$ cat src/rtl/rob_retire_pkg.sv
// rob_retire_pkg: shared sizes, entry type and popcount helper for the reorder buffer
package rob_retire_pkg;
  localparam int WAYS = 4;
  localparam int PRF = 64;
  localparam int ROB_SIZE = 32;
  localparam int PRF_IDX_W = $clog2(PRF);
  localparam int ROB_IDX_W = $clog2(ROB_SIZE);
  localparam int CNT_W = ROB_IDX_W + 1;
  typedef logic [PRF_IDX_W-1:0] prf_idx_t;
  typedef logic [ROB_IDX_W-1:0] rob_idx_t;
  typedef logic [CNT_W-1:0] cnt_t;
  typedef struct packed {
    logic valid;
    logic complete;
    logic mispredict;
    logic has_dest;
    logic [4:0] arf;
    prf_idx_t prf;
  } rob_entry_t;
  function automatic cnt_t ones(input logic [WAYS-1:0] v);
    ones = '0;
    for (int i = 0; i < WAYS; i++) ones += cnt_t'(v[i]);
  endfunction
endpackage

$ cat src/rtl/rob_retire_select.sv
// rob_retire_select: in-order retire/except priority chain over the WAYS oldest entries
// Ports: heads (entries head..head+WAYS-1, oldest in slot 0), count (occupancy),
//        retire (slot retires), commit (retire & has_dest), except (mispredict retires)
module rob_retire_select
  import rob_retire_pkg::*;
(
  input  rob_entry_t [WAYS-1:0] heads,
  input  cnt_t                  count,
  output logic [WAYS-1:0]       retire,
  output logic [WAYS-1:0]       commit,
  output logic                  except
);
  logic go;
  // A mispredicted entry retires itself but blocks every younger slot.
  always_comb begin
    retire = '0;
    commit = '0;
    except = 1'b0;
    go = 1'b1;
    for (int k = 0; k < WAYS; k++) begin
      retire[k] = go & heads[k].valid & heads[k].complete & (cnt_t'(k) < count);
      commit[k] = retire[k] & heads[k].has_dest;
      except |= retire[k] & heads[k].mispredict;
      go = retire[k] & ~heads[k].mispredict;
    end
  end
endmodule

$ cat src/rtl/rob_retire.sv
// rob_retire: reorder buffer turning out-of-order CDB completions into in-order retirement
// Ports: dispatch_* (up to WAYS renamed instructions per cycle, tag dispatch_rob_idx),
//        cdb_* (completion strobes), RRAT_* / retire_valid / except (architectural commit),
//        rob_empty. Define ROB_PERF_EN to add saturating perf_retired / perf_flushes counters.
module rob_retire
  import rob_retire_pkg::*;
(
  input  logic                           clock,
  input  logic                           reset_n,
  input  logic [WAYS-1:0]                dispatch_valid,
  input  logic [WAYS-1:0][4:0]           dispatch_arf,
  input  logic [WAYS-1:0][PRF_IDX_W-1:0] dispatch_prf,
  input  logic [WAYS-1:0]                dispatch_has_dest,
  output logic [WAYS-1:0]                dispatch_ready,
  output logic [WAYS-1:0][ROB_IDX_W-1:0] dispatch_rob_idx,
  input  logic [WAYS-1:0]                cdb_valid,
  input  logic [WAYS-1:0][ROB_IDX_W-1:0] cdb_rob_idx,
  input  logic [WAYS-1:0]                cdb_mispredict,
  output logic [WAYS-1:0][4:0]           RRAT_ARF_idx,
  output logic [WAYS-1:0][PRF_IDX_W-1:0] RRAT_PRF_idx,
  output logic [WAYS-1:0]                RRAT_idx_valid,
  output logic [WAYS-1:0]                retire_valid,
  output logic                           except,
`ifdef ROB_PERF_EN
  output logic [31:0]                    perf_retired,
  output logic [15:0]                    perf_flushes,
`endif
  output logic                           rob_empty
);
  rob_entry_t rob [ROB_SIZE];
  rob_entry_t rob_n [ROB_SIZE];
  rob_entry_t [WAYS-1:0] heads;
  rob_idx_t head, tail;
  cnt_t count, n_acc, n_ret;
  logic [WAYS-1:0] accept, thermo_chk;
  // Readiness depends on the registered count only, so slots freed this cycle wait a cycle.
  always_comb begin
    for (int k = 0; k < WAYS; k++) begin
      heads[k] = rob[head + rob_idx_t'(k)];
      RRAT_ARF_idx[k] = heads[k].arf;
      RRAT_PRF_idx[k] = heads[k].prf;
      dispatch_ready[k] = (cnt_t'(ROB_SIZE) - count) > cnt_t'(k);
      dispatch_rob_idx[k] = tail + rob_idx_t'(k);
    end
  end
  rob_retire_select u_sel (
    .heads  (heads),
    .count  (count),
    .retire (retire_valid),
    .commit (RRAT_idx_valid),
    .except (except)
  );
  assign accept = dispatch_valid & dispatch_ready;
  assign n_acc = ones(accept);
  assign n_ret = ones(retire_valid);
  assign rob_empty = count == '0;
  assign thermo_chk = dispatch_valid & (dispatch_valid + WAYS'(1));
  assert property (@(posedge clock) disable iff (!reset_n) thermo_chk == '0);
  // Flush wins over everything; otherwise retire clears, then CDB marks, then dispatch writes.
  // Dispatch targets only free entries, so it never collides with retire or a valid CDB hit.
  always_comb begin
    rob_n = rob;
    if (except) begin
      for (int e = 0; e < ROB_SIZE; e++) rob_n[e] = '0;
    end else begin
      for (int k = 0; k < WAYS; k++)
        if (retire_valid[k]) rob_n[head + rob_idx_t'(k)].valid = 1'b0;
      for (int i = 0; i < WAYS; i++)
        if (cdb_valid[i] && rob[cdb_rob_idx[i]].valid) begin
          rob_n[cdb_rob_idx[i]].complete = 1'b1;
          rob_n[cdb_rob_idx[i]].mispredict = rob_n[cdb_rob_idx[i]].mispredict | cdb_mispredict[i];
        end
      for (int i = 0; i < WAYS; i++)
        if (accept[i])
          rob_n[tail + rob_idx_t'(i)] = '{valid: 1'b1, complete: 1'b0, mispredict: 1'b0,
                                          has_dest: dispatch_has_dest[i], arf: dispatch_arf[i],
                                          prf: dispatch_prf[i]};
    end
  end
  always_ff @(posedge clock or negedge reset_n) begin
    if (!reset_n) begin
      head <= '0;
      tail <= '0;
      count <= '0;
      for (int e = 0; e < ROB_SIZE; e++) rob[e] <= '0;
    end else begin
      head <= except ? '0 : head + rob_idx_t'(n_ret);
      tail <= except ? '0 : tail + rob_idx_t'(n_acc);
      count <= except ? '0 : count + n_acc - n_ret;
      rob <= rob_n;
    end
  end
`ifdef ROB_PERF_EN
  logic [32:0] ret_sum;
  assign ret_sum = {1'b0, perf_retired} + 33'(n_ret);
  always_ff @(posedge clock or negedge reset_n) begin
    if (!reset_n) begin
      perf_retired <= '0;
      perf_flushes <= '0;
    end else begin
      perf_retired <= ret_sum[32] ? '1 : ret_sum[31:0];
      if (except && perf_flushes != '1) perf_flushes <= perf_flushes + 16'd1;
    end
  end
`endif
endmodule

$ cat config.mk
export PLATFORM = sky130hd
export DESIGN_NAME = rob_retire
export DESIGN_NICKNAME = d
export VERILOG_FILES = /design/src/rtl/rob_retire_pkg.sv /design/src/rtl/rob_retire_select.sv /design/src/rtl/rob_retire.sv
export SDC_FILE = /design/constraint.sdc
export NUM_CORES = 2
export LEC_CHECK = 0
export CAP_MARGIN = 20
export CORE_ASPECT_RATIO = 0.8
export CORE_MARGIN = 2
export CORE_UTILIZATION = 24
export DETAILED_ROUTE_END_ITERATION = 6
export PLACE_DENSITY = 0.4
export SLEW_MARGIN = 25
export SYNTH_ARGS = -nofsm -noshare
export SYNTH_HDL_FRONTEND = slang
export SYNTH_SLANG_ARGS = --single-unit
$ cat constraint.sdc
create_clock -name clock -period 6.9 [get_ports clock]
set_clock_uncertainty 0.05 [all_clocks]
set_input_delay 1.38 -clock clock [delete_from_list [all_inputs] [get_ports clock]]
set_output_delay 1.38 -clock clock [all_outputs]
set_load 0.02 [all_outputs]
==> Flow_metrics.wiki <==
{| class="wikitable"
! Metric !! Value
|-
| DIE WIDTH || about 530 µm
|-
| Count of different cell masters after synthesis || 106
|-
| Half-perimeter wire length after detailed placement || between 200,000 and 300,000 µm
|-
| Origin of the critical flop-to-flop path || head[0]
|-
| PwrDens || approximately 650 nW/µm²
|-
| Number of H-tree branching levels || 3
|-
| Min Tclk post-route || 6930 ps
|-
| Static leakage power || between 20 and 25 nW
|-
| RSZ-0062 raised after global routing || no
|-
| Maximum clock path buffer count || 3
|-
| Syn Inst Count || 6,114
|-
| Cell Rows || 154
|-
| Average footprint of a synthesized cell || about 9 µm²
|-
| Critical path origin || head[0]
|-
| Number of flops mapped to enable cells by yosys || 0
|-
| Violated checks || negative setup slack
|-
| Input/output buffers || around 160
|-
| Syn Nets || around 6,200
|-
| Synth Cell Area || between 50,000 and 60,000 µm²
|-
| Post-synth top flop || sky130_fd_sc_hd__dfrtp_1
|-
| Number of buffers added for setup after CTS || 0
|-
| Global-route wire length before repair || about 490,000 µm
|-
| Hold wc startpoint || rob[298]
|-
| Peak supply drop || around 0.00046 V
|-
| DRC violations left || 0
|-
| Total routed wirelength || 372,000 µm
|-
| Post-CTS Hold Buffers || 0
|-
| Period utilisation layout || 100%
|-
| Endpoints failing setup || 1
|-
| Final standard cell count with taps included and fillers excluded || about 9,200
|-
| Status || finished, violations left
|-
| Class of the tightest hold or removal check || reg2reg
|-
| Slew headroom || a little under a fifth
|-
| Setup slack of the critical path after layout || -30.9 ps
|-
| Number of top-level design ports || 160
|-
| Placed instance count || 9,098
|-
| Average routed wire per standard cell || 40.2 µm
|-
| CP endpoint kind || output port
|-
| Leading post-synthesis cells by cell area || sky130_fd_sc_hd__dfrtp_1 (23%), sky130_fd_sc_hd__mux4_2 (20%), sky130_fd_sc_hd__a211oi_1 (11%)
|-
| Maximum number of pins on one net before global-route repair || 145
|-
| Starting density of the core || approximately a quarter
|-
| Critical Setup Path Class || reg2out
|-
| Overall die height || about 430 µm
|-
| Number of max-slew violations in the final report || 0
|-
| Synthesis-to-layout area growth || 18.4%
|-
| Total CTS buffers || 75
|-
| # clock sinks || a little under 500
|-
| Slew of the pin with the lowest slew margin || roughly 1200 ps
|-
| Vias post-DR || around 60,000
|-
| Share of flip-flops with an asynchronous set or reset || 100%
|-
| Via count of the first global-routing pass || between 50,000 and 60,000
|-
| Top cell type's share of synthesized area || between 20% and 30%
|-
| Max-cap violations || 0
|-
| Clock-pin slew reported for the worst setup and hold paths after clock tree synthesis || 60 ps
|-
| CP Launch Type || register
|-
| CTS tree || yes
|-
| Leading cell types by count after synthesis || sky130_fd_sc_hd__nor2_1 (1,096), sky130_fd_sc_hd__a211oi_1 (798), sky130_fd_sc_hd__clkbuf_1 (543), sky130_fd_sc_hd__mux2i_1 (536), sky130_fd_sc_hd__a21oi_1 (499)
|-
| Highest fanout seen on the critical path || 18
|-
| Setup TNS || -30.9 ps
|-
| First-pass detailed-route iteration total || 7
|-
| All-Layer GR Usage || a little under a third
|-
| Initial antenna violation count || 30
|-
| Worst-case hold slack || ~560 ps
|-
| Library cell occupying the most area in the post-synthesis netlist || sky130_fd_sc_hd__dfrtp_1
|-
| FMAX || 144 MHz
|-
| Final RePlAce weighted congestion || roughly 1.0
|-
| Total global routing overflow || 0
|-
| Final net count || 6,339
|-
| Clock root buffer || sky130_fd_sc_hd__clkbuf_16
|-
| Crit path DAT || between 5000 and 6000 ps
|-
| Standard cell core area || about 220,000 µm²
|-
| Count of final hold-check violations || 0
|-
| Worst-skew pair later-pin latency || about 730 ps
|-
| Floorplan die area || approximately 230,000 µm²
|-
| Portion of the post-synthesis area used by sequential elements || about 23%
|-
| Fraction of layout instances using a drive strength above 1 || a little over a fifth
|-
| Yosys warning count || 0
|-
| Most repeated cell in the gate-level netlist after synthesis || sky130_fd_sc_hd__nor2_1
|-
| Post-detailed-route via-to-cell ratio || about 6.5
|-
| Number of DRC markers in iteration 0 || roughly 10,000
|-
| Number of routed nets with antenna violations || 0
|-
| Count of state elements after synthesis || roughly 500
|-
| CP Data Required Time || 5470 ps
|}
routing by layer:
metal  share of wire [%]  up-vias  global-route usage (%)
met2                  39     4787                    41.9
li1                    -    23600                       -
met5               0.070        -                       0
met3                  14      682                    12.4
met1                  43    30500                    45.1
met4                 4.3       16                    11.7
flip-flops by register name (all words and copies together) (netlist names):
signal,cells
rob,480
head,5
count,6
tail,5
layout make-up:
cell class,instances,area [µm²]
clock buffers,107,2120
inverters,78,295
repair buffers,695,5800
fillers,23400,158000
multi-input cells,4866,38500
clock inverters,27,382
well taps,2964,3710
diodes,11,27.5
flip-flops and latches,496,12400
placed cells by master, fill, tap and decap left out, types with 54 or more instances in the layout:
cell type / netlist / routed
sky130_fd_sc_hd__nor2_1: 1096 / 1049
sky130_fd_sc_hd__nand2_1: 445 / 441
sky130_fd_sc_hd__o21ai_0: 81 / 81
sky130_fd_sc_hd__o221ai_1: 54 / 54
sky130_fd_sc_hd__a211oi_1: 798 / 796
sky130_fd_sc_hd__clkbuf_16: 0 / 76
sky130_fd_sc_hd__mux4_2: 481 / 481
sky130_fd_sc_hd__buf_4: 11 / 517
sky130_fd_sc_hd__dfrtp_1: 496 / 491
sky130_fd_sc_hd__nand3_1: 93 / 93
sky130_fd_sc_hd__mux2i_1: 536 / 535
sky130_fd_sc_hd__clkdlybuf4s50_1: 0 / 117
sky130_fd_sc_hd__nor3_1: 99 / 97
sky130_fd_sc_hd__a21oi_1: 499 / 497
sky130_fd_sc_hd__inv_1: 74 / 74
power breakdown:
group,internal [mW],total (mW),switching [mW]
logic,11.7,29.7,18.0
registers,4.41,7.33,2.92
clock network,2.37,4.15,1.78
critical path, stage by stage (launching register included):
cell and delay [ps]:
sky130_fd_sc_hd__dfrtp_4 600, sky130_fd_sc_hd__inv_4 240, sky130_fd_sc_hd__ha_4 300, sky130_fd_sc_hd__nor2b_4 120, sky130_fd_sc_hd__xnor2_2 520, sky130_fd_sc_hd__buf_4 410
sky130_fd_sc_hd__nand2_1 170, sky130_fd_sc_hd__buf_4 210, sky130_fd_sc_hd__nor2_1 860, sky130_fd_sc_hd__a22oi_1 310, sky130_fd_sc_hd__o2111ai_1 320, sky130_fd_sc_hd__clkdlybuf4s50_1 700
cells by family (layout without fill, tap and decap cells):
| group | after synthesis | after routing | share of synthesized area, % |
|---|---|---|---|
| compound gates | 1771 | 1771 | 22.7 |
| xor+xnor | 34 | 34 | 0.557 |
| fa+ha+maj | 45 | 45 | 1.15 |
| buf+inv | 752 | 907 | 5.66 |
| flops | 496 | 496 | 23.2 |
| mux | 1058 | 1058 | 31.2 |
| other cells | 0 | 11 | 0 |
| simple gates | 1958 | 1958 | 15.6 |
metrics by stage:
| stage | total power [mW] | setup WS (ps) | area (µm²) | utilization (%) |
|---|---|---|---|---|
| floorplan | 22.5 | 7.57 | 53500 | - |
| global placement | 35.2 | -27.6 | 60600 | 27.4 |
| detailed placement | 35.3 | -37.6 | 60600 | 27.5 |
| CTS | 39.7 | 28.0 | 63200 | 28.6 |
| global route | 42.1 | 16.4 | 63200 | 28.6 |
| finish | 41.2 | -30.9 | 63300 | 28.6 |
final timing paths:
| check | to | slack, ps | depth (start not counted) |
|---|---|---|---|
| min in group asynchronous | rob[258] | 630 | 1 |
| max in group asynchronous | rob[230] | 4870 | 2 |
| max reg2reg | count[5] | 460 | 23 |
| min reg2reg | rob[298] | 560 | 1 |
| min | rob[298] | 560 | 1 |
| max | RRAT_ARF_idx[16] | -30 | 11 |
repair_timing:
action / 4_1_cts / 5_1_grt
cloned: 0 / 1
setup endpoints to repair: 4 / 6
resized for setup: 9 / 6
Power figures use the tool's default switching activity.
